[src/rtl/atm_session_if.sv]
// Front-end <-> session controller bundle: card/keypad requests in, mechanism commands and status out.
// Macro-independent; the controller decides which fields carry meaning in each state.
interface atm_session_if #(
   parameter int BAL_W = 16,
   parameter int PIN_W = 16
);
   logic             card_in;
   logic             pin_valid;
   logic [PIN_W-1:0] pin_code;
   logic [PIN_W-1:0] card_pin;
   logic             op_valid;
   logic [1:0]       op_code;
   logic [BAL_W-1:0] amount;
   logic             lang_valid;
   logic [1:0]       lang_sel;

   logic             ready;
   logic [2:0]       state;
   logic             cash_valid;
   logic [BAL_W-1:0] cash_amount;
   logic             deposit_done;
   logic             balance_valid;
   logic [BAL_W-1:0] balance;
   logic             card_eject;
   logic             card_retain;
   logic             error;
   logic [2:0]       err_code;
   logic [1:0]       language;

   modport master (
      output card_in, pin_valid, pin_code, card_pin, op_valid, op_code, amount,
             lang_valid, lang_sel,
      input  ready, state, cash_valid, cash_amount, deposit_done, balance_valid,
             balance, card_eject, card_retain, error, err_code, language
   );

   modport slave (
      input  card_in, pin_valid, pin_code, card_pin, op_valid, op_code, amount,
             lang_valid, lang_sel,
      output ready, state, cash_valid, cash_amount, deposit_done, balance_valid,
             balance, card_eject, card_retain, error, err_code, language
   );
endinterface

[src/rtl/atm_session_ctrl.sv]
// ATM session controller: PIN check with retry limit, balance/withdraw/deposit/eject, idle timeout.
// Optional per-session withdrawal cap enabled by defining ATM_SESSION_LIMIT_EN.
module atm_session_ctrl #(
   parameter int BAL_W       = 16,
   parameter int PIN_W       = 16,
   parameter int MAX_TRIES   = 3,
   parameter int TIMEOUT_CYC = 255,
   parameter int INIT_BAL    = 1000,
   parameter int WD_LIMIT    = 500
) (
   input  logic         clk,
   input  logic         reset,
   atm_session_if.slave bus
);
   localparam logic [2:0] S_IDLE   = 3'd0;
   localparam logic [2:0] S_PIN    = 3'd1;
   localparam logic [2:0] S_MENU   = 3'd2;
   localparam logic [2:0] S_EJECT  = 3'd3;
   localparam logic [2:0] S_RETAIN = 3'd4;
   localparam int TW = (TIMEOUT_CYC > 2) ? $clog2(TIMEOUT_CYC) : 1;

   logic [2:0]       state_q;
   logic [3:0]       tries_q;
   logic [TW-1:0]    timer_q;
   logic [BAL_W-1:0] bal_q;
   logic [BAL_W-1:0] cash_amt_q;
   logic [2:0]       err_code_q;
   logic [1:0]       lang_q;
   logic             cash_vld_q, dep_done_q, bal_vld_q, eject_q, retain_q, error_q;

   logic             in_session, pin_acc, op_acc, lang_acc, any_acc, expire, pin_match;
   logic [BAL_W:0]   dep_sum;
   logic             limit_hit;

   assign in_session = (state_q == S_PIN || state_q == S_MENU) && bus.card_in;
   assign pin_acc    = in_session && (state_q == S_PIN) && bus.pin_valid;
   assign op_acc     = in_session && (state_q == S_MENU) && bus.op_valid;
   assign lang_acc   = in_session && bus.lang_valid;
   assign any_acc    = pin_acc || op_acc || lang_acc;
   // Timer holds idle cycles already elapsed; this edge is the TIMEOUT_CYC-th idle one.
   assign expire     = in_session && !any_acc && (timer_q == TW'(TIMEOUT_CYC - 1));
   assign pin_match  = (PIN_W'(bus.pin_code) == PIN_W'(bus.card_pin));
   assign dep_sum    = {1'b0, bal_q} + {1'b0, bus.amount};

`ifdef ATM_SESSION_LIMIT_EN
   logic [BAL_W:0] wd_total_q;
   assign limit_hit = (wd_total_q + {1'b0, bus.amount}) > (BAL_W+1)'(WD_LIMIT);
`else
   assign limit_hit = 1'b0;
`endif

   always_ff @(posedge clk) begin
      if (reset) begin
         state_q    <= S_IDLE;
         tries_q    <= '0;
         timer_q    <= '0;
         bal_q      <= BAL_W'(INIT_BAL);
         cash_amt_q <= '0;
         err_code_q <= '0;
         lang_q     <= '0;
         cash_vld_q <= 1'b0;
         dep_done_q <= 1'b0;
         bal_vld_q  <= 1'b0;
         eject_q    <= 1'b0;
         retain_q   <= 1'b0;
         error_q    <= 1'b0;
`ifdef ATM_SESSION_LIMIT_EN
         wd_total_q <= '0;
`endif
      end else begin
         cash_vld_q <= 1'b0;
         dep_done_q <= 1'b0;
         bal_vld_q  <= 1'b0;
         eject_q    <= 1'b0;
         retain_q   <= 1'b0;
         error_q    <= 1'b0;
         case (state_q)
            S_IDLE: begin
               tries_q <= '0;
               timer_q <= '0;
`ifdef ATM_SESSION_LIMIT_EN
               wd_total_q <= '0;
`endif
               if (bus.card_in) begin
                  state_q    <= S_PIN;
                  err_code_q <= '0;
                  lang_q     <= '0;
               end
            end
            S_PIN, S_MENU: begin
               if (!bus.card_in) begin
                  state_q <= S_IDLE;
               end else begin
                  if (any_acc) begin
                     timer_q <= '0;
                  end else if (expire) begin
                     timer_q    <= '0;
                     state_q    <= S_EJECT;
                     eject_q    <= 1'b1;
                     error_q    <= 1'b1;
                     err_code_q <= 3'd5;
                  end else begin
                     timer_q <= timer_q + TW'(1);
                  end

                  if (lang_acc)
                     lang_q <= bus.lang_sel;

                  if (pin_acc) begin
                     if (pin_match) begin
                        state_q <= S_MENU;
                     end else if (tries_q == 4'(MAX_TRIES - 1)) begin
                        // Final miss reports only the retention, not another bad-PIN error.
                        state_q    <= S_RETAIN;
                        retain_q   <= 1'b1;
                        err_code_q <= 3'd7;
                     end else begin
                        tries_q    <= tries_q + 4'd1;
                        error_q    <= 1'b1;
                        err_code_q <= 3'd1;
                     end
                  end

                  if (op_acc) begin
                     case (bus.op_code)
                        2'b00: bal_vld_q <= 1'b1;
                        2'b01: begin
                           if (bus.amount == '0) begin
                              error_q    <= 1'b1;
                              err_code_q <= 3'd3;
                           end else if (bus.amount > bal_q) begin
                              error_q    <= 1'b1;
                              err_code_q <= 3'd2;
                           end else if (limit_hit) begin
                              error_q    <= 1'b1;
                              err_code_q <= 3'd6;
                           end else begin
                              bal_q      <= bal_q - bus.amount;
                              cash_amt_q <= bus.amount;
                              cash_vld_q <= 1'b1;
`ifdef ATM_SESSION_LIMIT_EN
                              wd_total_q <= wd_total_q + {1'b0, bus.amount};
`endif
                           end
                        end
                        2'b10: begin
                           if (bus.amount == '0) begin
                              error_q    <= 1'b1;
                              err_code_q <= 3'd3;
                           end else if (dep_sum[BAL_W]) begin
                              error_q    <= 1'b1;
                              err_code_q <= 3'd4;
                           end else begin
                              bal_q      <= dep_sum[BAL_W-1:0];
                              dep_done_q <= 1'b1;
                           end
                        end
                        default: begin
                           state_q <= S_EJECT;
                           eject_q <= 1'b1;
                        end
                     endcase
                  end
               end
            end
            S_EJECT, S_RETAIN: begin
               if (!bus.card_in)
                  state_q <= S_IDLE;
            end
            default: state_q <= S_IDLE;
         endcase
      end
   end

   assign bus.ready         = (state_q == S_IDLE);
   assign bus.state         = state_q;
   assign bus.cash_valid    = cash_vld_q;
   assign bus.cash_amount   = cash_amt_q;
   assign bus.deposit_done  = dep_done_q;
   assign bus.balance_valid = bal_vld_q;
   assign bus.balance       = bal_q;
   assign bus.card_eject    = eject_q;
   assign bus.card_retain   = retain_q;
   assign bus.error         = error_q;
   assign bus.err_code      = err_code_q;
   assign bus.language      = lang_q;
endmodule

[src/flat_wrapper.sv]
// flat-port wrapper written by rule: the top's interface ports become plain ports
module atm_session_ctrl_flat 
#(
   parameter int BAL_W       = 16,
   parameter int PIN_W       = 16,
   parameter int MAX_TRIES   = 3,
   parameter int TIMEOUT_CYC = 255,
   parameter int INIT_BAL    = 1000,
   parameter int WD_LIMIT    = 500
)
  (clk, reset, bus_card_in, bus_pin_valid, bus_pin_code, bus_card_pin, bus_op_valid, bus_op_code, bus_amount, bus_lang_valid, bus_lang_sel, bus_ready, bus_state, bus_cash_valid, bus_cash_amount, bus_deposit_done, bus_balance_valid, bus_balance, bus_card_eject, bus_card_retain, bus_error, bus_err_code, bus_language);
  atm_session_if #(.BAL_W(BAL_W), .PIN_W(PIN_W)) bus_i ();
  input  logic clk;
  input  logic reset;
  input wire logic [$bits(bus_i.card_in)-1:0] bus_card_in;
  input wire logic [$bits(bus_i.pin_valid)-1:0] bus_pin_valid;
  input wire logic [$bits(bus_i.pin_code)-1:0] bus_pin_code;
  input wire logic [$bits(bus_i.card_pin)-1:0] bus_card_pin;
  input wire logic [$bits(bus_i.op_valid)-1:0] bus_op_valid;
  input wire logic [$bits(bus_i.op_code)-1:0] bus_op_code;
  input wire logic [$bits(bus_i.amount)-1:0] bus_amount;
  input wire logic [$bits(bus_i.lang_valid)-1:0] bus_lang_valid;
  input wire logic [$bits(bus_i.lang_sel)-1:0] bus_lang_sel;
  output wire logic [$bits(bus_i.ready)-1:0] bus_ready;
  output wire logic [$bits(bus_i.state)-1:0] bus_state;
  output wire logic [$bits(bus_i.cash_valid)-1:0] bus_cash_valid;
  output wire logic [$bits(bus_i.cash_amount)-1:0] bus_cash_amount;
  output wire logic [$bits(bus_i.deposit_done)-1:0] bus_deposit_done;
  output wire logic [$bits(bus_i.balance_valid)-1:0] bus_balance_valid;
  output wire logic [$bits(bus_i.balance)-1:0] bus_balance;
  output wire logic [$bits(bus_i.card_eject)-1:0] bus_card_eject;
  output wire logic [$bits(bus_i.card_retain)-1:0] bus_card_retain;
  output wire logic [$bits(bus_i.error)-1:0] bus_error;
  output wire logic [$bits(bus_i.err_code)-1:0] bus_err_code;
  output wire logic [$bits(bus_i.language)-1:0] bus_language;
  assign bus_i.card_in = bus_card_in;
  assign bus_i.pin_valid = bus_pin_valid;
  assign bus_i.pin_code = bus_pin_code;
  assign bus_i.card_pin = bus_card_pin;
  assign bus_i.op_valid = bus_op_valid;
  assign bus_i.op_code = bus_op_code;
  assign bus_i.amount = bus_amount;
  assign bus_i.lang_valid = bus_lang_valid;
  assign bus_i.lang_sel = bus_lang_sel;
  assign bus_ready = bus_i.ready;
  assign bus_state = bus_i.state;
  assign bus_cash_valid = bus_i.cash_valid;
  assign bus_cash_amount = bus_i.cash_amount;
  assign bus_deposit_done = bus_i.deposit_done;
  assign bus_balance_valid = bus_i.balance_valid;
  assign bus_balance = bus_i.balance;
  assign bus_card_eject = bus_i.card_eject;
  assign bus_card_retain = bus_i.card_retain;
  assign bus_error = bus_i.error;
  assign bus_err_code = bus_i.err_code;
  assign bus_language = bus_i.language;
  atm_session_ctrl #(.BAL_W(BAL_W), .PIN_W(PIN_W), .MAX_TRIES(MAX_TRIES), .TIMEOUT_CYC(TIMEOUT_CYC), .INIT_BAL(INIT_BAL), .WD_LIMIT(WD_LIMIT)) u_core (.clk(clk), .reset(reset), .bus(bus_i));
endmodule
[config.mk]
export PLATFORM = sky130hd
export DESIGN_NAME = atm_session_ctrl_flat
export DESIGN_NICKNAME = d
export VERILOG_FILES = /design/src/rtl/atm_session_if.sv /design/src/rtl/atm_session_ctrl.sv /design/src/flat_wrapper.sv
export SDC_FILE = /design/constraint.sdc
export NUM_CORES = 1
export LEC_CHECK = 0
export ABC_AREA = 1
export ABC_CLOCK_PERIOD_IN_PS = 2900
export CAP_MARGIN = 5
export CORE_MARGIN = 4
export CORE_UTILIZATION = 50
export DETAILED_ROUTE_END_ITERATION = 8
export HOLD_SLACK_MARGIN = 0.06
export PLACE_DENSITY = 0.86
export SLEW_MARGIN = 10
export SYNTH_ARGS = -nofsm -noshare
export SYNTH_HDL_FRONTEND = slang
export SYNTH_SLANG_ARGS = --single-unit
[constraint.sdc]
create_clock -name clk -period 2.9 [get_ports clk]
set_clock_uncertainty 0.2 [all_clocks]
set_input_delay 0.435 -clock clk [delete_from_list [all_inputs] [get_ports clk]]
set_output_delay 0.435 -clock clk [all_outputs]
set_load 0.05 [all_outputs]
* Word-level counts from Yosys, hierarchy flattened
Index checks and enable logic that the tools add are counted.
** Operators by class
- Add/sub/neg operators :: 4
- Order comparisons :: 1
- Bitwise gates (word level) :: 8
- Mux-type cells :: 60
- Reductions and logical operators :: 32
- Equality and inequality tests :: 20
** Operators with widths (count)
- 2-to-1 mux 3 bit :: 22
- 2-to-1 mux 16 bit :: 4
- one-hot mux 16 bit (2 select lines) :: 1
- 2-to-1 mux 8 bit :: 3
- inequality test 2 bit, second input constant :: 9
- adder 16 x 16 -> 17 bit :: 1
- == test 16 bit :: 1
- > comparator 16 bit :: 1
- logical NOT 16 bit :: 1
- 2-to-1 mux 1 bit :: 16
- 2-to-1 mux 4 bit :: 4
- one-hot mux 8 bit (2 select lines) :: 1
- subtractor 16 bit :: 1
- one-hot mux 3 bit (2 select lines) :: 2
- OR reduction 6 bit :: 2
- one-hot mux 3 bit (3 select lines) :: 1
- adder 8 x 1 -> 8 bit, second input constant :: 1
- == test 8 bit, second input constant :: 1
- logical AND 1 bit :: 8
- inverter 1 bit :: 8
- one-hot mux 4 bit (2 select lines) :: 1
- AND reduction 8 bit :: 1
- == test 3 x 2 -> 1 bit, second input constant :: 2
- 2-to-1 mux 2 bit :: 3
- 23 further kinds :: 30
** Storage, ports and cells
- Word-level logic and storage cells :: 138
- Output and inout bits :: 47
- Register bits after elaboration :: 58
- Bits of input ports :: 58

* Depth between registers and ports, before layout
- Depth in word-level cells :: 20
- Mapped depth :: 17
- Mapped depth without buffers :: 16

* Least setup slack after synthesis
Ideal clock, no wire load.
- Kind :: flip-flop to flip-flop
- From :: register u_core.bal_q[0] (netlist: u_core.bus.balance[0])
- To :: register u_core.cash_amt_q[5] (netlist: u_core.bus.cash_amount[5])
- Buffers on the path :: 1
- Stages on the path, launching flop included :: 15
- Clock period less this slack :: 2.710 ns
- Data arrival time :: 2.378 ns
- Library setup time :: 0.132 ns
- Data required time :: 2.568 ns
- Setup slack :: 0.190 ns
- Cells stage by stage :: dfxtp_1 inv_1 ha_1 fa_1 o21bai_1 nand2_1 nand2_1 nand2_1 nand2_1 nand2_2 inv_2 nand2_2 buf_4 nand2_1 a21oi_1
** On the way
- Word-level cells in the longest chain between the ends :: 3
** RTL lines
- start: declaration :: line atm_session_ctrl.sv:25 : logic [BAL_W-1:0] bal_q;
- start signal: assignment :: line atm_session_ctrl.sv:57 : bal_q <= BAL_W'(INIT_BAL);
- start signal: assignment :: line atm_session_ctrl.sv:138 : bal_q <= bal_q - bus.amount;
- start signal: assignment :: line atm_session_ctrl.sv:154 : bal_q <= dep_sum[BAL_W-1:0];
- > comparator 16 bit :: line atm_session_ctrl.sv:131 : end else if (bus.amount > bal_q) begin
- inverter 1 bit (no line)
- AND reduction 6 bit (no line)
- end signal: assignment :: line atm_session_ctrl.sv:139 : cash_amt_q <= bus.amount;
- end: declaration :: line atm_session_ctrl.sv:26 : logic [BAL_W-1:0] cash_amt_q;
No other way between the ends.
A chain may end at the register's enable or synchronous reset.

* Final worst setup path
- From :: input port bus_amount[9]
- To :: register u_core.bal_q[7] (netlist: u_core.bus.balance[7])
** On the way
- Word-level cells in the longest chain between the ends :: 3
- Elaborated cells on any way between the ends :: 8
- Those cells by class :: add/sub: 1; order compare: 1; eq/ne: 4; reduce/logical: 2
** RTL lines
- start: declaration :: line flat_wrapper.sv:21 : input wire logic [$bits(bus_i.amount)-1:0] bus_amount;
- adder 16 x 16 -> 17 bit (tied with other cells) :: line atm_session_ctrl.sv:43 : assign dep_sum = {1'b0, bal_q} + {1'b0, bus.amount};
- inequality test 2 bit (no line)
- AND reduction 8 bit (no line) *
Mark *: on every way between the ends. The rest lies on a longest branch, timed or not.

==> run metrics <==
DIE AREA 11100 µm²; Critical Path RT 2.91 ns; net switching power about 0.6 mW; Cell variety after synth 40; met3 usage in global routing 0.0576; Post-Syn Area 4750 µm²; H-tree Lvls 3; Pwr Total 2.15 mW; Hold Crit Class register to register; Clock Sinks 58; internal power 1.54 mW; Die Ht 105 µm; Setup-failing EPs final 0; ys async rst share 0; commonest non-fill, non-tap cell in the layout nand2_1; min Tclk post-route 2.81 ns; largest net degree at the start of global routing 30; fillers 723; most frequent cells in the layout nand2_1, clkdlybuf4s50_1, inv_1; max_cap viols 0; switch share 0.284; DR WL/cell about 14 µm; final max-slew violation count 0; WS Path Type primary input to register; vias per cell approximately 5.2; VDD IR-drop max 0.264 mV; CP Capture Type register; Comb power frac 0.237; outcome finished, final reports clean; drt total wl between 15 and 20 mm; Yosys warning total 0; clock buffer depth 2; fraction of layout cells with a size suffix above 1 0.138; Post-synth EDFFs 0; CTS Buf Count 9; pwr/cell area 322 nW/µm²; core area between 9000 and 10000 µm²; hpwl dp 12.0 mm; Starting Density 0.514; ys flop type dfxtp_1; Routed Antenna Nets 0; Placed Area 6470 µm²; port bufs 104; fin area 6690 µm²; fin crit share 0.971; Reg2Reg Depth 13; R2R setup slack 0.25 ns; Reg clk slew, reported paths 0.06 ns; met2 Use GR 0.455; clock latency on the worst-skew pair 0.34 ns; Clock power frac 0.388; GPL Wtd Cong 0.997; synthesis-to-layout area growth 40.9%; post-route insts no fill 1064; initial antenna violation count 0; Multi-input gate area just over 3000 µm²; die width 105 µm; GRT Total Usage 0.269; Ports 105; met1 Use GR 0.329; FMAX 0.355 GHz; Root Buffer clkbuf_8; drt first pass iters 6; sequential share of the synthesized area 0.245; Final Hold Viols 0; register area between 1000 and 1500 µm²; Cells after Synth 755; Sequential Power Share 0.375; Syn Area/Cell 6.29 µm²; global-route wire length before repair 24.7 mm; DRC Markers 0; Worst EP arrival 2.83 ns; RSZ-0062 raised after global routing no; vias around 5600; slew margin rel. 0.546; CP max FO 16; busiest grt layer met2; CTS hold repair buffers 0; row count 35; WHS Path Cells 2; TritonCTS clock tree built; Worst Tran Pin Value 0.681 ns; detailed router's first-iteration violation count 418; Layout Nets roughly 1000; #FFs+latches synth 58; postcts setup bufs 0; number of global-route vias before repair 5340; placed cell count 1048; gr ovfl total 0; Lkg Pwr between 3 and 4 nW; syn_nets 855; crit path launch type primary input; ANT cells 0; post-CTS sizing 0
cell type report:
| cell class | instances | share of cell area |
|---|---|---|
| multi-input combinational | 566 | 0.457 |
| timing repair buffer | 186 | 0.251 |
| sequential | 58 | 0.174 |
| inverter | 109 | 0.0615 |
| tap | 129 | 0.0241 |
| clock buffer | 11 | 0.0211 |
| clock inverter | 5 | 0.0116 |
final timing paths:
check / from / end
setup reg to reg: u_core.bus.balance[0] / u_core.bus.balance[7]
hold / removal: u_core.bus.cash_amount[9] / u_core.bus.cash_amount[9]
hold reg to reg: u_core.bus.cash_amount[9] / u_core.bus.cash_amount[9]
setup / recovery: bus_amount[9] / u_core.bus.balance[7]
worst max-delay path: stages:
cell	delay, ns
clkdlybuf4s50_1	0.49
inv_1	0.07
ha_1	0.42
a21oi_1	0.14
o21ai_0	0.30
a21oi_1	0.18
nand3_1	0.12
nand2_2	0.11
nor2_8	0.16
inv_4	0.11
a21oi_1	0.17
o21ai_0	0.12
power by group through the flow:
| stage | registers (mW) | clock network [mW] | logic, mW |
|---|---|---|---|
| after CTS | 0.808 | 0.843 | 0.504 |
| after global placement | 0.826 | 0 | 0.490 |
| final | 0.808 | 0.836 | 0.509 |
| after global routing | 0.809 | 0.875 | 0.557 |
| after floorplan | 0.840 | 0 | 0.241 |
| after detailed placement | 0.826 | 0 | 0.499 |
stage by stage:
stage / util / worst slack [ns] / hold slack, ns / TNS (ns)
final: 0.724 / 0.0854 / 0.274 / 0
after global routing: 0.724 / 0.00407 / 0.290 / 0
after CTS: 0.724 / 0.167 / 0.275 / 0
after detailed placement: 0.700 / -0.153 / 0.261 / -2.77
after global placement: 0.700 / -0.0328 / 0.253 / -0.156
after floorplan: - / 0.190 / 0.256 / 0
synthesized netlist by cell type (3+ instances only):
master	n	area (µm²)
inv_2	7	26.3
dfxtp_1	58	1160
o21ai_0	39	195
xnor2_1	6	52.6
nor3_1	9	45.0
ha_1	40	500
nor2_1	74	278
a21oi_1	73	365
nand3_1	62	310
buf_2	10	50.1
xor2_1	10	87.6
nand2_2	7	43.8
a31oi_1	3	18.8
o21ai_1	9	45.0
nor3_2	3	30.0
inv_1	101	379
o21bai_1	6	45.0
a211oi_1	3	22.5
nand2_1	183	687
nand4_1	11	68.8
a21o_1	6	45.0
buf_4	3	22.5
clkbuf_1	7	26.3
or2_2	4	25.0
state kept, by name, indices dropped and copies added, names as in the netlist:
name / cells
u_core.bus.balance: 16
u_core.bus.cash_amount: 16
u_core.timer_q: 8
u_core.tries_q: 4
u_core.bus.err_code: 3
u_core.bus.state: 3
u_core.bus.language: 2
u_core.bus.balance_valid: 1
u_core.bus.card_eject: 1
u_core.bus.card_retain: 1
u_core.bus.cash_valid: 1
u_core.bus.deposit_done: 1
u_core.bus.error: 1
per-layer routing:
layer	share of wire	vias up	wire (µm)
li1	-	2783	-
met1	0.42	2462	6280
met2	0.46	277	6910
met3	0.080	52	1210
met4	0.042	0	632
met5	0	-	0
kinds of logic (layout without fill, tap and decap cells):
logic type,after synthesis,in the layout,share of synthesized area
AOI/OAI and AO/OA,147,147,0.171
xor gates and xnor gates,16,16,0.0295
adders and majority gates,42,42,0.114
buffers and inverters,131,311,0.112
DFF,58,58,0.245
and+or+nand+nor,361,361,0.329
(Power assumes the default switching activity.)
